$ cat config.mk
export PLATFORM = sky130hd
export DESIGN_NAME = stopwatch_ctrl
export DESIGN_NICKNAME = d
export VERILOG_FILES = /design/src/rtl/stopwatch_pkg.sv /design/src/rtl/btn_debounce.sv /design/src/rtl/stopwatch_ctrl.sv
export SDC_FILE = /design/constraint.sdc
export NUM_CORES = 1
export LEC_CHECK = 0
export BUFFER_PORTS_ARGS = -buffer_cell sky130_fd_sc_hd__buf_2
export CAP_MARGIN = 20
export CORE_AREA = 8 8 126 128
export CTS_BUF_LIST = sky130_fd_sc_hd__clkbuf_16
export DETAILED_ROUTE_END_ITERATION = 7
export DIE_AREA = 0 0 134 136
export GPL_TIMING_DRIVEN = 0
export SLEW_MARGIN = 5
export SYNTH_ARGS = -nofsm -noshare
export SYNTH_HDL_FRONTEND = slang
export SYNTH_HIERARCHICAL = 1
export SYNTH_SLANG_ARGS = --single-unit
$ cat constraint.sdc
create_clock -name clk -period 2.17 [get_ports clk]
set_clock_uncertainty 0.15 [all_clocks]
set_input_delay 0.5425 -clock clk [delete_from_list [all_inputs] [get_ports clk]]
set_output_delay 0.5425 -clock clk [all_outputs]
set_load 0.02 [all_outputs]
$ cat src/rtl/stopwatch_pkg.sv
// Shared types and helpers for the stopwatch controller.
// Latency: n/a (types, constants and a pure function only).
// Backpressure: n/a.
package stopwatch_pkg;

  typedef enum logic [1:0] {
    IDLE  = 2'd0,
    RUN   = 2'd1,
    PAUSE = 2'd2
  } sw_state_t;

  typedef logic [3:0] bcd_digit_t;

  localparam bcd_digit_t BCD_MAX = 4'd9;

  // Adds one to a four-digit packed BCD value. Returns {carry_out, result};
  // carry_out is set only when 9999 wraps to 0000. A digit at or above 9
  // always wraps to 0 so an out-of-range digit can never persist.
  function automatic logic [16:0] bcd4_inc(input logic [15:0] val);
    logic [15:0] res;
    logic        carry;
    bcd_digit_t  d;
    res   = val;
    carry = 1'b1;
    for (int i = 0; i < 4; i++) begin
      d = val[4*i +: 4];
      if (carry) begin
        if (d >= BCD_MAX) begin
          res[4*i +: 4] = 4'd0;
        end else begin
          res[4*i +: 4] = d + 4'd1;
          carry         = 1'b0;
        end
      end
    end
    return {carry, res};
  endfunction

endpackage

$ cat src/rtl/btn_debounce.sv
// Raw button -> 2-FF synchronizer -> level debouncer -> one-cycle rising-edge pulse.
// Latency: pulse is high DEB_CYCLES+2 cycles after the first edge that samples a clean input edge.
// Backpressure: none; free-running, the pulse is never held or queued.
module btn_debounce #(
  parameter int DEB_CYCLES = 80000
) (
  input  logic clk,
  input  logic rst,
  input  logic btn,
  output logic pulse
);

  localparam int CW = (DEB_CYCLES > 1) ? $clog2(DEB_CYCLES) : 1;
  localparam logic [CW-1:0] CNT_LAST = CW'(DEB_CYCLES - 1);

  logic          sync_1;
  logic          sync_2;
  logic          level;
  logic [CW-1:0] cnt;

  // Two-flop synchronizer for the asynchronous button input.
  always_ff @(posedge clk or negedge rst) begin
    if (!rst) begin
      sync_1 <= 1'b0;
      sync_2 <= 1'b0;
    end else begin
      sync_1 <= btn;
      sync_2 <= sync_1;
    end
  end

  // Accept a new level after DEB_CYCLES consecutive differing samples; pulse only on acceptance of a 1.
  always_ff @(posedge clk or negedge rst) begin
    if (!rst) begin
      level <= 1'b0;
      cnt   <= '0;
      pulse <= 1'b0;
    end else if (sync_2 == level) begin
      cnt   <= '0;
      pulse <= 1'b0;
    end else if (cnt == CNT_LAST) begin
      level <= sync_2;
      cnt   <= '0;
      pulse <= sync_2;
    end else begin
      cnt   <= cnt + CW'(1);
      pulse <= 1'b0;
    end
  end

endmodule

$ cat src/rtl/stopwatch_ctrl.sv
// Start/stop/clear stopwatch in tenths of seconds, presented as four packed BCD digits (SSS.T).
// Latency: button edge to running change DEB_CYCLES+3 cycles; first count TICK_DIV cycles after entering RUN.
// Backpressure: none; the display driver samples digits freely, upd marks each change.
module stopwatch_ctrl
  import stopwatch_pkg::*;
#(
  parameter int TICK_DIV   = 800000,
  parameter int DEB_CYCLES = 80000
) (
  input  logic        clk,
  input  logic        rst,
  input  logic        btn_ss,
  input  logic        btn_clr,
  output logic [15:0] digits,
  output logic        upd,
  output logic        running,
  output logic        ovf
);

  localparam int PW = (TICK_DIV > 2) ? $clog2(TICK_DIV) : 1;
  localparam logic [PW-1:0] PRESC_LAST = PW'(TICK_DIV - 1);

  sw_state_t     state;
  sw_state_t     state_nxt;
  logic          ss_p;
  logic          clr_p;
  logic          tick;
  logic [PW-1:0] presc;
  logic [PW-1:0] presc_nxt;
  logic [15:0]   digits_nxt;
  logic          ovf_nxt;
  logic [16:0]   inc;

  btn_debounce #(.DEB_CYCLES(DEB_CYCLES)) u_deb_ss (
    .clk   (clk),
    .rst   (rst),
    .btn   (btn_ss),
    .pulse (ss_p)
  );

  btn_debounce #(.DEB_CYCLES(DEB_CYCLES)) u_deb_clr (
    .clk   (clk),
    .rst   (rst),
    .btn   (btn_clr),
    .pulse (clr_p)
  );

  // FSM state register.
  always_ff @(posedge clk or negedge rst) begin
    if (!rst) begin
      state <= IDLE;
    end else begin
      state <= state_nxt;
    end
  end

  // FSM next state: clear wins over start/stop except while running, where clear is ignored.
  always_comb begin
    state_nxt = state;
    case (state)
      IDLE:    if (!clr_p && ss_p) state_nxt = RUN;
      RUN:     if (ss_p) state_nxt = PAUSE;
      PAUSE: begin
        if (clr_p)     state_nxt = IDLE;
        else if (ss_p) state_nxt = RUN;
      end
      default: state_nxt = IDLE;
    endcase
  end

  // FSM outputs.
  always_comb begin
    running = (state == RUN);
  end

  assign tick = (state == RUN) && (presc == PRESC_LAST);
  assign inc  = bcd4_inc(digits);

  // Next prescaler, count and overflow: prescaler only advances in RUN and is zero throughout IDLE.
  always_comb begin
    presc_nxt  = presc;
    digits_nxt = digits;
    ovf_nxt    = ovf;
    case (state)
      IDLE: begin
        presc_nxt = '0;
        if (clr_p) ovf_nxt = 1'b0;
      end
      RUN: begin
        presc_nxt = tick ? '0 : presc + PW'(1);
        if (tick) begin
          digits_nxt = inc[15:0];
          if (inc[16]) ovf_nxt = 1'b1;
        end
      end
      PAUSE: begin
        if (clr_p) begin
          presc_nxt  = '0;
          digits_nxt = '0;
          ovf_nxt    = 1'b0;
        end
      end
      default: ;
    endcase
  end

  // Datapath registers; upd is set for the cycle after digits takes a new value.
  always_ff @(posedge clk or negedge rst) begin
    if (!rst) begin
      presc  <= '0;
      digits <= '0;
      ovf    <= 1'b0;
      upd    <= 1'b0;
    end else begin
      presc  <= presc_nxt;
      digits <= digits_nxt;
      ovf    <= ovf_nxt;
      upd    <= (digits_nxt != digits);
    end
  end

endmodule

==> impl_results.md <==
- Synth Register Bits: 82
- Initial antenna violation count: 0
- Commonest non-fill, non-tap cell in the layout: dfrtp_1
- Starting Density: 0.337
- Via density: 5.36
- First-pass GRT wire length: 18200 um
- Overall power: 3.11 mW
- Reg clk slew, reported paths: 0.05 ns
- CTS Root Cell: clkbuf_16
- GRT overflow: 0
- Max clock buf depth: 2
- Clock latency on the worst-skew pair: 0.33 ns
- Fill cells: around 1.3k
- Sequential fraction of the synthesis area: 0.434
- Top post-synthesis cells by area: dfrtp_1 (43%), xnor2_1 (5.7%), nor2_1 (5.1%), ha_1 (5.0%), nand2_1 (3.2%)
- Failing checks: setup timing
- Wire length per cell: 14.6 um
- Ys async rst share: 1.00
- Fin crit share: 1.10
- Syn avg cell area: 9.49 um^2
- Routed Wire Length: approximately 11000 um
- Post-route DRC: 0
- Most frequent cells in the layout: dfrtp_1 (75), nor2_1 (62), nand2_1 (36)
- Largest net degree at the start of global routing: 43
- Pre-CTS WS: -0.527 ns
- Required @ worst endpoint: 2.22 ns
- Pwr dens: 528 nW/um^2
- Drt first pass iters: 4
- Leak Pwr: 2.44 nW
- Post-layout minimum cycle time: about 2.4 ns
- Critical path class: reg -> reg
- CTS Sinks: 82
- Post-synth EDFFs: 0
- Crit. End Element: register
- Top-area cell type share of the netlist area: 0.434
- Port Buffers: 22
- Synth Warn #: 6
- F_max: 419 MHz
- Final hold vios: 0
- Core area: between 10000 and 15000 um^2
- Cell Area, Placed: 5160 um^2
- Antenna fix cells: 0
- Critical path peak fanout: 5
- Final Util: 0.419
- CTS Hold Buffers Added: 0
- Vias in the first global route: a little under 4k
- Arr. time, crit path: 2.44 ns
- Max cap viols: 0
- Cells after synthesis: between 400 and 500
- Design area: 5890 um^2
- Netlist Area Pre-Place: around 4700 um^2
- Top FF cell, synth: dfrtp_1
- Die area: roughly 18000 um^2
- RSZ-0062 raised after global routing: true
- IO Count: 23
- Htree depth: 3
- HPWL Detailed: 7210 um
- Overall fraction of global-route tracks in use: 0.121
- Fin. max-slew vios: 0
- GP Congestion: ~0.86
- Worst setup SP type: register
- Final count of negative-setup-slack endpoints: 4
- TritonCTS Buffers: 9
- Layout cells sized above 1: 0.274
- Worst-Margin Slew: 0.553 ns
- Hold crit path type: in -> async
- Width of the die: ~130 um
- Syn_nets: 522
- Slew HR: 0.631
- Row count: 44
- Initial DRC count: around 290
- Synth cell types: 67
- CTS tree: done
- Area leader, netlist: dfrtp_1
- Layout area overhead: 24.3%
- Final worst slack: -0.214 ns
- Outcome: finished with violations
- Max rail drop VDD: 0.396 mV
- Die Y: 136 um
- Vias: 4015
- Final net count: 584
- Post-DRT Antenna Nets: 0
synthesized netlist by cell type (all sizes together), types with 2 or more instances:
master and n:
a21o 4, a21oi 9, a22o 6, a31oi 3
a41oi 2, and2 4, and3 8, and4 3
and4bb 2, buf 5, clkbuf 8, dfrtp 82
ha 19, inv 22, mux2 4, nand2 40
nand2b 7, nand3 30, nand4 13, nor2 64
nor2b 6, nor3 14, nor3b 5, nor4 16
nor4b 3, o2111ai 4, o211ai 2, o21a 3
o21ai 28, o31ai 8, or2 6, or2b 2
or3 5, or3b 2, xnor2 31, xor2 15
critical path, stage by stage, from the launching register on:
cell and delay, ns:
dfrtp_2 0.45, buf_4 0.17, ha_1 0.21, or2_2 0.30, o21ai_1 0.19, o2111ai_2 0.16
o211ai_1 0.11, o2111ai_1 0.14, or3_4 0.39
cells by family (layout without fill, tap and decap cells):
group,Yosys count,after routing,share of synthesized area
AO/OA/AOI/OAI,81,81,0.121
buffers and inverters,35,101,0.0330
adder cells (fa/ha/maj),19,19,0.0502
XOR/XNOR,46,46,0.0851
AND/OR/NAND/NOR,231,231,0.264
multiplexers,5,5,0.0132
flip-flops,82,82,0.434
report_power, final:
part	switching [mW]	internal, mW
Clock	0.596	0.878
Sequential	0.0149	1.54
Combinational	0.0505	0.0244
final cells by class:
cell class	instances	area, um^2	area share
Clock buffer	9	225	0.0383
Tap cell	184	230	0.0391
Buffer	10	66.3	0.0113
Clock inverter	6	60.1	0.0102
Sequential cell	82	2060	0.350
Multi-Input combinational cell	382	2770	0.470
Inverter	22	85.1	0.0145
Timing Repair Buffer	54	389	0.0661
repair_timing:
| action | 4_1_cts | 5_1_grt |
|---|---|---|
| gates resized for setup | 22 | 41 |
| setup buffers | 22 | 9 |
| endpoints found under the setup margin | 29 | 44 |
| endpoints found under the hold margin | 0 | 0 |
| pin swaps | 15 | 11 |
stage by stage:
| step | std cells | hold slack [ns] | setup TNS, ns |
|---|---|---|---|
| after global placement | 705 | 0.185 | -27.96 |
| after CTS | 741 | 0.0614 | -0.245 |
| after detailed placement | 706 | 0.187 | -7.40 |
| final | 749 | 0.0435 | -0.421 |
| after floorplan | 499 | 0.0969 | -0.244 |
| after global routing | 749 | 0.0890 | -0.770 |
state kept, by name, indices dropped and copies added (netlist names):
| signal | flops |
|---|---|
| u_deb_ss/sync_1 | 1 |
| u_deb_clr/pulse | 1 |
| u_deb_ss/level | 1 |
| u_deb_clr/sync_2 | 1 |
| u_deb_clr/sync_1 | 1 |
| ovf | 1 |
| u_deb_clr/cnt | 17 |
| u_deb_ss/pulse | 1 |
| state | 2 |
| u_deb_ss/sync_2 | 1 |
| u_deb_clr/level | 1 |
| digits | 16 |
| u_deb_ss/cnt | 17 |
| upd | 1 |
| presc | 20 |
layer usage:
| metal | track usage | share of wire |
|---|---|---|
| met1 | 0.151 | 0.46 |
| met2 | 0.199 | 0.48 |
| met3 | 0.0381 | 0.048 |
| met4 | 0.0293 | 0.014 |
| met5 | 0 | 0 |
worst paths after layout:
path                            startpoint          endpoint  slack [ns]  cells after the start
min                                    rst         digits[7]        0.04                      1
max in group asynchronous              rst  u_deb_ss/cnt[13]        1.22                      2
max                              digits[4]               upd       -0.21                      8
min reg2reg                u_deb_ss/sync_1   u_deb_ss/sync_2        0.20                      0
min in group clk                    btn_ss   u_deb_ss/sync_1        0.16                      1
max reg2reg                      digits[4]               upd       -0.21                      8
Note: power is estimated with default switching activity, not from simulation.
